[config.mk]
export PLATFORM = sky130hd
export DESIGN_NAME = fifo_sync
export DESIGN_NICKNAME = d
export VERILOG_FILES = /design/src/rtl/fifo_ram.sv /design/src/rtl/fifo_sync.sv
export SDC_FILE = /design/constraint.sdc
export NUM_CORES = 1
export LEC_CHECK = 0
export CAP_MARGIN = 25
export CORE_MARGIN = 3
export CORE_UTILIZATION = 50
export DETAILED_ROUTE_END_ITERATION = 10
export GPL_TIMING_DRIVEN = 0
export PLACE_DENSITY = 0.85
export REMOVE_ABC_BUFFERS = 1
export SYNTH_ARGS = -nofsm -noshare
export SYNTH_HDL_FRONTEND = slang
export SYNTH_HIERARCHICAL = 1
export SYNTH_SLANG_ARGS = --single-unit
[constraint.sdc]
create_clock -name clk -period 2.9 [get_ports clk]
set_input_delay 0.29 -clock clk [delete_from_list [all_inputs] [get_ports clk]]
set_output_delay 0.29 -clock clk [all_outputs]
set_load 0.05 [all_outputs]
[src/rtl/fifo_ram.sv]
// fifo_ram: D x W two-port storage array for the synchronous FIFO.
//   clk    : write clock (rising edge)
//   we     : write enable; din is stored at wraddr on the rising edge
//   wraddr : write address
//   rdaddr : read address
//   din    : write data
//   dout   : combinational read data, mem[rdaddr], zero-cycle latency
// Contents are intentionally not reset.
module fifo_ram #(
    parameter int unsigned W  = 8,
    parameter int unsigned D  = 4,
    localparam int unsigned AW = $clog2(D)
) (
    input  logic          clk,
    input  logic          we,
    input  logic [AW-1:0] wraddr,
    input  logic [AW-1:0] rdaddr,
    input  logic [W-1:0]  din,
    output logic [W-1:0]  dout
);

    logic [W-1:0] mem_q [D];

    // Clocked write port.
    always_ff @(posedge clk) begin
        if (we) begin
            mem_q[wraddr] <= din;
        end
    end

    // Combinational read port.
    assign dout = mem_q[rdaddr];

endmodule

[src/rtl/fifo_sync.sv]
// fifo_sync: single-clock first-word-fall-through FIFO.
//   clk   : clock, all state updates on rising edge
//   rst   : synchronous active-high reset (pointers and pulses only)
//   push  : write request; din captured when accepted
//   din   : write data
//   pop   : read request; head word discarded when accepted
//   dout  : head word, valid while empty=0
//   empty : count == 0
//   full  : count == D
//   count : stored words, 0..D
//   ovf   : one-cycle pulse after a rejected push
//   unf   : one-cycle pulse after a rejected pop
module fifo_sync #(
    parameter int unsigned W  = 8,
    parameter int unsigned D  = 4,
    localparam int unsigned DW = $clog2(D)
) (
    input  logic          clk,
    input  logic          rst,
    input  logic          push,
    input  logic [W-1:0]  din,
    input  logic          pop,
    output logic [W-1:0]  dout,
    output logic          empty,
    output logic          full,
    output logic [DW:0]   count,
    output logic          ovf,
    output logic          unf
);

    localparam int unsigned PW = DW + 1;

    // Pointers carry one extra wrap bit so full and empty are distinguishable.
    logic [PW-1:0] wr_q, wr_d;
    logic [PW-1:0] rd_q, rd_d;
    logic          ovf_q, ovf_d;
    logic          unf_q, unf_d;
    logic          push_ok;
    logic          pop_ok;

    // Flags decoded from the pointer registers.
    assign empty = (wr_q == rd_q);
    assign full  = (wr_q[DW-1:0] == rd_q[DW-1:0]) && (wr_q[DW] != rd_q[DW]);
    assign count = wr_q - rd_q;

    // Acceptance, pointer advance and error pulses.
    always_comb begin
        push_ok = 1'b0;
        pop_ok  = 1'b0;
        wr_d    = wr_q;
        rd_d    = rd_q;
        ovf_d   = 1'b0;
        unf_d   = 1'b0;

        // A simultaneous pop frees the slot, so a push into a full FIFO is
        // still accepted in that case.
        push_ok = push && (!full || pop);
        pop_ok  = pop && !empty;

        if (push_ok) begin
            wr_d = wr_q + PW'(1);
        end
        if (pop_ok) begin
            rd_d = rd_q + PW'(1);
        end

        ovf_d = push && full && !pop;
        unf_d = pop && empty;
    end

    // State registers with synchronous reset.
    always_ff @(posedge clk) begin
        if (rst) begin
            wr_q  <= '0;
            rd_q  <= '0;
            ovf_q <= 1'b0;
            unf_q <= 1'b0;
        end else begin
            wr_q  <= wr_d;
            rd_q  <= rd_d;
            ovf_q <= ovf_d;
            unf_q <= unf_d;
        end
    end

    assign ovf = ovf_q;
    assign unf = unf_q;

    // Reset blocks RAM writes so a push during reset leaves storage untouched.
    fifo_ram #(
        .W (W),
        .D (D)
    ) u_ram (
        .clk    (clk),
        .we     (push_ok && !rst),
        .wraddr (wr_q[DW-1:0]),
        .rdaddr (rd_q[DW-1:0]),
        .din    (din),
        .dout   (dout)
    );

endmodule

==> metrics.txt <==
Post-DRT Antenna Nets=0; Gate Count Post-Synth=99; Clock Skew=9.705 ps; slew margin rel.=52.79%; largest area contributor in the netlist=edfxtp_1; IO Port Bufs=26; # diodes=0; Post-CTS Hold Fix Bufs=0; WP data required=2610 ps; Die Ht=63.76 um; count of final hold-check violations=0; share of cells above drive strength 1=14.62%; WS Path Type=flop to output port; Yosys cell types=31; WHS=585.1 ps; number of global-route vias before repair=1,010; Tmin final=2761 ps; Max Freq=362.2 MHz; status=completed; drt via density=5.368; # IOs=27; Top FF cell, synth=edfxtp_1; CTS Sinks=40; CP Launch Type=flop; Crit path max-delay family=buffers and inverters; ys async rst share=0%; CTS tree=done; fin area=2047 um^2; final HPWL from detailed placement=2.053 mm; max incr delay on CP=830 ps; leakage=0.7300 nW; top cell type's share of synthesized area=57.61%; Avg WL per Cell=16.97 um; Setup Buffers After CTS=0; vias=934; CP cell instances=inv_1, ha_1, fa_1, xnor2_1, clkdlybuf4s50_1; cell row count=20; Clk Latency, worst-skew pair=330 ps; worst hold path class=primary input to flop; Slew Viols, Final=0; Starting Density=53.32%; Clock Tree Root=clkbuf_4; global-route wire length before repair=5.064 mm; endpoints failing setup=0; clock-pin slew of the registers on the worst-case setup and hold paths=110 ps; Die W=63.76 um; Final Cycle Share=95.21%; Mapped Avg Cell Area=16.85 um^2; H-tree depth=2; Clock Tree Buf Depth=2; final wirelength=2.953 mm; register-to-register setup slack=200 ps; GR Overflow Total=0; Die ar.=4065 um^2; # Max-Cap Violations=0; maximum vdd drop=0.0004776 V; GPL Wtd Cong=0.8119; Synth area leaders=edfxtp_1, mux4_2, dfxtp_1; core area=3128 um^2; CP Capture Type=output port; pin count of the biggest net entering global routing=13; DRT Pass-1 Iters=4; Placed Instances=166; EDFF count, synth=32; Cell Pwr Density=739.2 nW/um^2; warning count from the yosys run=6; Area Growth Syn to Fin=22.73%; DRC violations left=0; 1st-iter DRT viols=24; register area share after synthesis=67.22%; Mapped Area=1668 um^2; Worst-Margin Slew=706.6 ps; dpl cell area=1967 um^2; Num CTS Buffers=5; Final nets=146; initial antenna violation count=0; CP arrival=2470 ps; slowest library cell on the worst path=clkdlybuf4s50_1; #FFs+latches synth=40; worst path buffer plus inverter count=2; Tot GR Track Use=16.99%; Final Instance Count excl. Fillers=174; RSZ-0062 raised after global routing=yes; critical path peak fanout=7
## Yosys cell counts (all sizes together), types with 3 or more instances
library cell   n
dfxtp          8
clkbuf         3
mux4           8
inv            7
nand2          3
nor2           7
and3           3
ha             4
mux2           3
edfxtp        32
## cell families (layout without fill, tap and decap cells)
logic type	after synthesis	in the layout	share of synthesized area (%)
multiplexers	12	12	13.65
flip-flops	40	40	67.22
adder cells (fa/ha/maj)	5	5	4.201
XOR/XNOR	3	3	1.576
AND/OR/NAND/NOR	21	21	6.828
AO/OA/AOI/OAI	7	7	3.527
buffers and inverters	11	42	3.001
## sequential cells by signal, summed over array words and instances, names as in the netlist
signal,count
unf,1
rd_q,3
ovf,1
wr_q,3
u_ram/mem_q,32
## power breakdown
group	leakage (nW)	internal, mW	switching, mW
Sequential	0.357	0.647	0.0411
Combinational	0.333	0.186	0.297
Clock	0.0403	0.176	0.166
Total	0.730	1.01	0.503
## repair_timing
item	in CTS	in global routing
endpoints found under the setup margin	9	6
endpoints found under the hold margin	0	0
gates resized for setup	2	1
## cell usage in the layout, fill, tap and decap left out, types with 2 or more instances in the layout
cell / n
and3_1: 3
clkbuf_4: 5
dfxtp_2: 2
edfxtp_1: 32
nand2_1: 3
dfxtp_1: 6
and3b_1: 2
mux4_2: 8
clkinv_1: 2
clkdlybuf4s50_1: 25
nor2b_1: 2
inv_1: 7
xnor2_1: 2
ha_1: 4
nor2_1: 7
## through the flow
step	worst slack, ps	util, %	TNS (ps)	total power, mW
finish	139.0	65.44	0	1.513
global route	-10.67	65.44	-50.69	1.588
CTS	109.5	65.36	0	1.534
detailed placement	-88.22	62.88	-440.0	1.187
global placement	-315.3	62.64	-2520	1.177
floorplan	352.1	-	0	1.020
## worst reg2reg max path: cells and delay by family (launching register included)
kind	cells	cell delay, ps
DFF	1	530
AOI/OAI and AO/OA	1	230
and+or+nand+nor	3	1000
adders and majority gates	1	280
buffers and inverters	2	390
## layout make-up
| cell class | count | area (um^2) |
|---|---|---|
| flip-flops and latches | 40 | 1124 |
| fillers | 239 | 1081 |
| multi-input cells | 48 | 496.7 |
| repair buffers | 27 | 270.3 |
| well taps | 44 | 55.05 |
| clock buffers | 5 | 37.54 |
| clock inverters | 3 | 37.54 |
| inverters | 7 | 26.28 |
## final timing paths
kind,start,to,depth (start not counted)
min,din[6],u_ram/mem_q[1][6]$_DFFE_PP_,1
max,wr_q[0]$_SDFFE_PP0P_,count[2],5
max reg2reg,rd_q[1]$_SDFFE_PP0P_,u_ram/mem_q[0][1]$_DFFE_PP_,7
min reg2reg,wr_q[1]$_SDFFE_PP0P_,wr_q[1]$_SDFFE_PP0P_,2
## per-layer routing
| metal | wire length, um | global-route usage, % | up-vias |
|---|---|---|---|
| li1 | - | - | 439 |
| met1 | 1196 | 20.14 | 461 |
| met2 | 1570 | 28.81 | 32 |
| met3 | 174 | 5.448 | 2 |
| met4 | 12 | 6.469 | 0 |
| met5 | 0 | 0 | - |
No activity file was read; power rests on OpenSTA's default activity.
